<file path="config.mk">
export PLATFORM = sky130hd
export DESIGN_NAME = tx_medida_serial
export DESIGN_NICKNAME = d
export VERILOG_FILES = /design/src/rtl/tx_medida_serial.sv
export SDC_FILE = /design/constraint.sdc
export NUM_CORES = 1
export LEC_CHECK = 0
export BUFFER_PORTS_ARGS = -buffer_cell sky130_fd_sc_hd__buf_2
export CAP_MARGIN = 15
export CORE_MARGIN = 3
export CORE_UTILIZATION = 58
export DETAILED_ROUTE_END_ITERATION = 12
export PLACE_DENSITY = 0.87
export RECOVER_POWER = 25
export SETUP_SLACK_MARGIN = 0.05
export SLEW_MARGIN = 20
export SYNTH_ARGS = -nofsm -noshare
export SYNTH_HDL_FRONTEND = slang
export SYNTH_SLANG_ARGS = --single-unit
</file>
<file path="constraint.sdc">
create_clock -name clock -period 2.5 [get_ports clock]
set_input_delay 0.25 -clock clock [delete_from_list [all_inputs] [get_ports clock]]
set_output_delay 0.25 -clock clock [all_outputs]
set_load 0.02 [all_outputs]
</file>
<file path="src/rtl/tx_medida_serial.sv">
// tx_medida_serial: sends one angle/distance sample as the ASCII record
// "AAA,DDD#" over a 7E2 UART line (start, 7 data LSB first, even parity,
// two stop bits). Digits are latched at the start so inputs may move freely
// while the record is on the wire.
//
// Handshake: partida is a start request taken only when the sequencer is
// idle (inicial) or just finishing (final, for back-to-back records when
// partida is held high); ocupado is high while a record is on the line and
// pronto pulses for one cycle when the last stop bit has completed.
module tx_medida_serial #(
  parameter int BAUD_DIV = 434
) (
  input  logic       clock,
  input  logic       reset,
  input  logic       partida,
  input  logic [3:0] angulo_centena,
  input  logic [3:0] angulo_dezena,
  input  logic [3:0] angulo_unidade,
  input  logic [3:0] medida_centena,
  input  logic [3:0] medida_dezena,
  input  logic [3:0] medida_unidade,
  output logic       saida_serial,
  output logic       ocupado,
  output logic       pronto,
  output logic [3:0] db_estado
);

  typedef enum logic [3:0] {
    INICIAL   = 4'd0,
    REGISTRA  = 4'd1,
    CARREGA   = 4'd2,
    TRANSMITE = 4'd3,
    PROXIMO   = 4'd4,
    FINAL     = 4'd5
  } estado_t;

  localparam int CW = (BAUD_DIV > 1) ? $clog2(BAUD_DIV) : 1;
  localparam logic [CW-1:0] BAUD_LAST = CW'(BAUD_DIV - 1);

  estado_t       estado, proximo_estado;
  logic [2:0]    indice;
  logic [3:0]    bit_cnt;
  logic [CW-1:0] baud_cnt;
  logic [3:0]    ang_c, ang_d, ang_u, med_c, med_d, med_u;
  logic [10:0]   quadro_sr;
  logic [6:0]    caractere;
  logic [10:0]   quadro;
  logic          fim_bit, fim_quadro;

  // BCD digit to 7-bit ASCII; anything that is not a decimal digit becomes '?'
  function automatic logic [6:0] bcd_ascii(input logic [3:0] d);
    return (d > 4'd9) ? 7'h3F : (7'h30 + {3'b000, d});
  endfunction

  assign fim_bit    = (baud_cnt == BAUD_LAST);
  assign fim_quadro = fim_bit && (bit_cnt == 4'd10);

  // Select the character for the current record position
  always_comb begin
    caractere = 7'h23;
    case (indice)
      3'd0: caractere = bcd_ascii(ang_c);
      3'd1: caractere = bcd_ascii(ang_d);
      3'd2: caractere = bcd_ascii(ang_u);
      3'd3: caractere = 7'h2C;
      3'd4: caractere = bcd_ascii(med_c);
      3'd5: caractere = bcd_ascii(med_d);
      3'd6: caractere = bcd_ascii(med_u);
      default: caractere = 7'h23;
    endcase
  end

  // Full 11-bit frame, bit 0 goes on the line first
  assign quadro = {2'b11, ^caractere, caractere, 1'b0};

  // State register
  always_ff @(posedge clock or posedge reset) begin
    if (reset) estado <= INICIAL;
    else       estado <= proximo_estado;
  end

  // Next-state logic
  always_comb begin
    proximo_estado = estado;
    case (estado)
      INICIAL:   if (partida) proximo_estado = REGISTRA;
      REGISTRA:  proximo_estado = CARREGA;
      CARREGA:   proximo_estado = TRANSMITE;
      // The last character goes straight to final so pronto lands on the
      // cycle right after its final stop bit.
      TRANSMITE: if (fim_quadro) proximo_estado = (indice == 3'd7) ? FINAL : PROXIMO;
      PROXIMO:   proximo_estado = (indice == 3'd7) ? FINAL : CARREGA;
      FINAL:     proximo_estado = partida ? REGISTRA : INICIAL;
      default:   proximo_estado = INICIAL;
    endcase
  end

  // Status outputs decoded from the state
  always_comb begin
    ocupado   = (estado == CARREGA) || (estado == TRANSMITE) || (estado == PROXIMO);
    pronto    = (estado == FINAL);
    db_estado = estado;
  end

  // Datapath: digit latch, character index, baud/bit counters, shifter, line
  always_ff @(posedge clock or posedge reset) begin
    if (reset) begin
      saida_serial <= 1'b1;
      quadro_sr    <= '1;
      indice       <= 3'd0;
      bit_cnt      <= 4'd0;
      baud_cnt     <= '0;
      ang_c <= 4'd0; ang_d <= 4'd0; ang_u <= 4'd0;
      med_c <= 4'd0; med_d <= 4'd0; med_u <= 4'd0;
    end else begin
      case (estado)
        REGISTRA: begin
          ang_c  <= angulo_centena;
          ang_d  <= angulo_dezena;
          ang_u  <= angulo_unidade;
          med_c  <= medida_centena;
          med_d  <= medida_dezena;
          med_u  <= medida_unidade;
          indice <= 3'd0;
        end
        CARREGA: begin
          saida_serial <= quadro[0];
          quadro_sr    <= {1'b1, quadro[10:1]};
          baud_cnt     <= '0;
          bit_cnt      <= 4'd0;
        end
        TRANSMITE: begin
          if (fim_bit) begin
            // After the last stop bit the shifter only holds fill ones, so the
            // line returns to idle high.
            baud_cnt     <= '0;
            bit_cnt      <= bit_cnt + 4'd1;
            saida_serial <= quadro_sr[0];
            quadro_sr    <= {1'b1, quadro_sr[10:1]};
          end else begin
            baud_cnt <= baud_cnt + 1'b1;
          end
        end
        PROXIMO: indice <= indice + 3'd1;
        default: ;
      endcase
    end
  end

endmodule

</file>
# Word-level counts from Yosys, hierarchy flattened
# Index checks and enable logic that the tools add are counted.
totals:
  input_bits: 27
  reg_bits: 56
  out_inout_bits: 7
op_classes:
  order_cmp: 6
  addsub: 9
  n_eq_ne: 17
  n_mux: 22
  reduce_logical: 10
op_table:
  columns: ["operator", "n"]
  rows:
  - ["one-hot mux 7 bit (7 select lines)", 1]
  - ["adder 6 x 4 -> 7 bit, first input constant", 6]
  - ["2-to-1 mux 7 bit", 6]
  - ["> comparator 4 bit, second input constant", 6]
  - ["one-hot mux 4 bit (6 select lines)", 1]
  - ["one-hot mux 11 bit (2 select lines)", 1]
  - ["one-hot mux 9 bit (2 select lines)", 1]
  - ["== test 3 bit, second input constant", 4]
  - ["2-to-1 mux 4 bit", 3]
  - ["2-to-1 mux 11 bit", 1]
  - ["adder 9 x 1 -> 9 bit, second input constant", 1]
  - ["== test 9 bit, second input constant", 1]
  - ["2-to-1 mux 9 bit", 1]
  - ["== test 4 x 2 -> 1 bit, second input constant", 2]
  - ["== test 4 x 3 -> 1 bit, second input constant", 2]
  - ["one-hot mux 4 bit (2 select lines)", 1]
  - ["parity 7 bit", 1]
  - ["== test 3 x 2 -> 1 bit, second input constant", 2]
  - ["!= test 2 bit, second input constant", 3]
  - ["one-hot mux 3 bit (2 select lines)", 1]
  - ["adder 4 x 1 -> 4 bit, second input constant", 1]
  - ["== test 4 x 1 -> 1 bit, second input constant", 1]
  - ["== test 4 bit, second input constant", 1]
  - ["logical NOT 4 bit", 1]
  - ["10 further kinds", 15]

# Depth between registers and ports, before layout
depth:
  ltp_word: 5
  mapped_depth: 9
  mapped_depth_nobuf: 8

# Least setup slack after synthesis
# No wires, ideal clock.
synth_path:
  path_kind: "reg2reg"
  from: "register indice[0]"
  to: "register quadro_sr[7]"
  path_slack_ns: 0.463
  n_path_buf: 0
  path_stages_with_launch: 9
  synth_period_minus_slack_ns: 2.037
  setup_ns: 0.073
  t_arrival_ns: 1.964
  cell_sequence: "dfrtp_1 > inv_1 > ha_1 > a222oi_1 > nand2_1 > a21oi_1 > xnor3_1 > xnor2_1 > a21oi_1"
synth_via:
  elab_chain_len: 4
synth_lines:
  columns: ["item", "line_no", "source"]
  rows:
  - ["start, declared", "41", "logic [2:0] indice;"]
  - ["start signal, assigned", "144", "PROXIMO: indice <= indice + 3'd1;"]
  - ["== test 3 bit, or another cell as far along", "61", "case (indice)"]
  - ["one-hot mux 7 bit (7 select lines) *", "61", null]
  - ["parity 7 bit *", "74", "assign quadro = {2'b11, ^caractere, caractere, 1'b0};"]
  - ["one-hot mux 11 bit (2 select lines) *", "116", "case (estado)"]
  - ["end signal, assigned", "128", "quadro_sr <= {1'b1, quadro[10:1]};"]
  - ["end signal, assigned", "139", "quadro_sr <= {1'b1, quadro_sr[10:1]};"]
  - ["end, declared", "45", "logic [10:0] quadro_sr;"]
# Every way passes the cells marked *; elsewhere a longest branch is shown, timed or not.
# A chain may end at the register's enable or synchronous reset.

# Worst setup path after layout
# Same ends and word-level chain as after synthesis.

==> results.toml <==
[grt]
grtUsageTotal_pct = 22.0
antenna_found_initial = 0
grt_pass1_wl_mm = 9.66
grt_max_degree = 48
gr-total-overflow = 0
grt_pass1_vias = 2158

[setup_path]
startpoint = "indice[0]$_DFFE_PP0P_"
reg2reg_from = "indice[0]$_DFFE_PP0P_"
r2r_slack_ns = 0.23
required_ns = 2.74
end_kind = "register"
start_kind = "register"
cp_max_fo = 7
path_class = "register to register"
cp.arrival_ns = 2.51

[die]
die_x_um = 75.4
start_util_pct = 62.0
rows = 24
dieArea_um2 = 5680
die_h_um = 75.4
io_pins = 34
core_area_um2 = 4500

[timing]
finalHoldViolCount = 0
fin_crit_ns = 2.27
period_share_pct = 90.7
setup_violations = 0
rsz0062_at_grt = "no"
setup_tns_ns = 0
finClkSkew_ns = 0.00639
fin_ws_ns = 0.232
maxSlewHeadroom_pct = -16.4
fmax_ghz = 0.441
fin_hold_ws_ns = 0.150
drv_slew = 48
worst_pin_slew_ns = 1.74

[clock_network]
h-tree-depth = 2
clk_latency_ns = 0.31
hold_buffers = 0
cts-root-buf = "clkbuf_8"
cts_buffer_depth = 2
cts_tree = "done"
cts_buffers = 5
clk_pin_slew_ns = 0.10
clock_sinks = 52
cts_resized = 0
cts_setup_buffers = 0

[yosys]
yosysWarnings = 0
yosys.area_share.adder_pct = 4.48
syn_area_per_cell_um2 = 9.94
ys_ff_latch = 52
asyncSetResetFlopFracSynth_pct = 100
synthesis.area_um2 = 2790
synth_edf_count = 0
synth-xor-area-share_pct = 2.06
synth_simple_gate_area_share_pct = 15.4
synth_cell_types = 48
syn_nets = 318
synth_compound_area_share_pct = 16.8
synthCells = 281
synthFlopType = "dfrtp_1"
synth_top_family_by_area = "compound AO/OA/AOI/OAI gates"
yosysSeqAreaShare_pct = 47.0
synthMuxAreaShare_pct = 9.59

[power_and_ir_drop]
swShare_pct = 23.3
clockPowerShare_pct = 33.6
p_leak_nw = 1.40
p_seq_share_pct = 59.7
p_total_mw = 1.51
p_int_mw = 1.16
p_sw_mw = 0.350
p_comb_share_pct = 6.8
peakVddDrop_v = 0.000273
power_density_nw_per_um2 = 484

[layout]
final_net_count = 352
multi_input_area_um2 = 1360
largest_register_ffs = 9
diodes = 0
regArea_um2 = 1310
drive_gt1_share_pct = 26.9
fillers = 352
syn2layout_area_growth_pct = 11.4
top_regs = "baud_cnt: 9 flops, quadro_sr: 8 flops"
max_flop_register = "baud_cnt"
fin_cells = 368

[worst_hold_path]
hold_class = "input pin to register"
hold_start = "medida_dezena[2]"

[placed_design]
gp_congestion = 0.860
dpl_worst_slack_ns = 0.265
dp.cells = 360
place.port_buffers = 32
hpwl_mm = 4.25

[detailed_routing]
wl_per_cell_um = 15.5
drtIter0Drc = 131
route.vias.total = 2159
ant_nets = 0
dr.pass1.iters = 4
drt_wl_total_mm = 5.70
via_per_inst = 5.87
drc = 0

[outcome]
status = "complete, but fails checks"
violations = "max-capacitance violations, max-slew violations"

[job]
cap_violations = 1
==> path summary, 6_finish.rpt <==
path	end	depth (start not counted)
max	quadro_sr[7]$_DFFE_PP1P_	8
min	med_d[2]$_DFFE_PP0P_	3
max reg2reg	quadro_sr[7]$_DFFE_PP1P_	8
min reg2reg	quadro_sr[5]$_DFFE_PP1P_	2
max in group asynchronous	ang_u[3]$_DFFE_PP0P_	2
min in group asynchronous	bit_cnt[1]$_DFFE_PP0P_	2
==> layer usage <==
metal | GRT usage, % | share of wire (%)
met1 | 27.9 | 44
met2 | 38.9 | 51
met3 | 4.49 | 4.6
met4 | 4.85 | 0.63
met5 | 0 | 0
==> synth_stat cells (3+ instances only) <==
cell      number  area [µm²]
dfstp_2        9         236
o21ai_0       40         200
a21oi_1        5        25.0
nor3_1         3        15.0
a311oi_1       5        43.8
a22o_1         3        26.3
nand2_1       35         131
mux2_2        22         248
a211oi_1       4        30.0
buf_2          3        15.0
and3_1         4        25.0
dfrtp_1       43        1080
ha_1          10         125
nor2_1        18        67.6
and2_1         3        18.8
clkbuf_1       7        26.3
inv_1         16        60.1
nand3_1        3        15.0
nand2b_1       8        50.1
nor2b_1        4        25.0
==> logic make-up after synthesis <==
family,count (synthesis)
compound gates,72
xor+xnor,5
fa+ha+maj,10
buf+inv,29
flops,52
mux,24
other cells,1
simple gates,88
==> layout make-up <==
cell class,count,share of cell area [%]
Clock inverter,2,0.442
Multi-Input combinational cell,200,43.6
Sequential cell,52,42.2
Timing Repair Buffer,40,7.08
Inverter,16,1.93
Clock buffer,6,2.65
Tap cell,52,2.09
==> layout by cell type (no fill, tap or decap), types with 3 or more instances in the layout <==
master     n
dfrtp_1   43
o21ai_0   40
nand2_1   35
buf_2     32
mux2_2    22
nor2_1    18
inv_1     16
ha_1      10
dfstp_2    9
nand2b_1   8
buf_4      8
clkbuf_8   6
a311oi_1   5
a21oi_1    5
nor2b_1    4
and3_1     4
a211oi_1   4
and2_1     3
nand3_1    3
a22o_1     3
==> critical path, cell delays in order, from the launching register on <==
cell	delay [ns]
dfrtp_1	0.41
inv_1	0.10
ha_1	0.30
a222oi_1	0.37
nand2_1	0.09
a21oi_1	0.20
xnor3_1	0.43
xnor2_1	0.14
a21oi_1	0.16
==> power by group through the flow <==
stage / combinational [mW] / clock (mW) / sequential, mW
3_5_place_dp: 0.104 / 0 / 0.914
4_1_cts: 0.104 / 0.521 / 0.898
5_1_grt: 0.116 / 0.553 / 0.903
2_1_floorplan: 0.0695 / 0 / 0.906
3_3_place_gp: 0.0999 / 0 / 0.912
6_report: 0.102 / 0.505 / 0.898
==> per-stage QoR <==
stage                     area (µm²)  util (%)
after floorplan                 2790         -
after global placement          3020      66.9
after detailed placement        3020      66.9
after CTS                       3110      69.1
after global routing            3110      69.1
final                           3110      69.1
(Power assumes the default switching activity.)
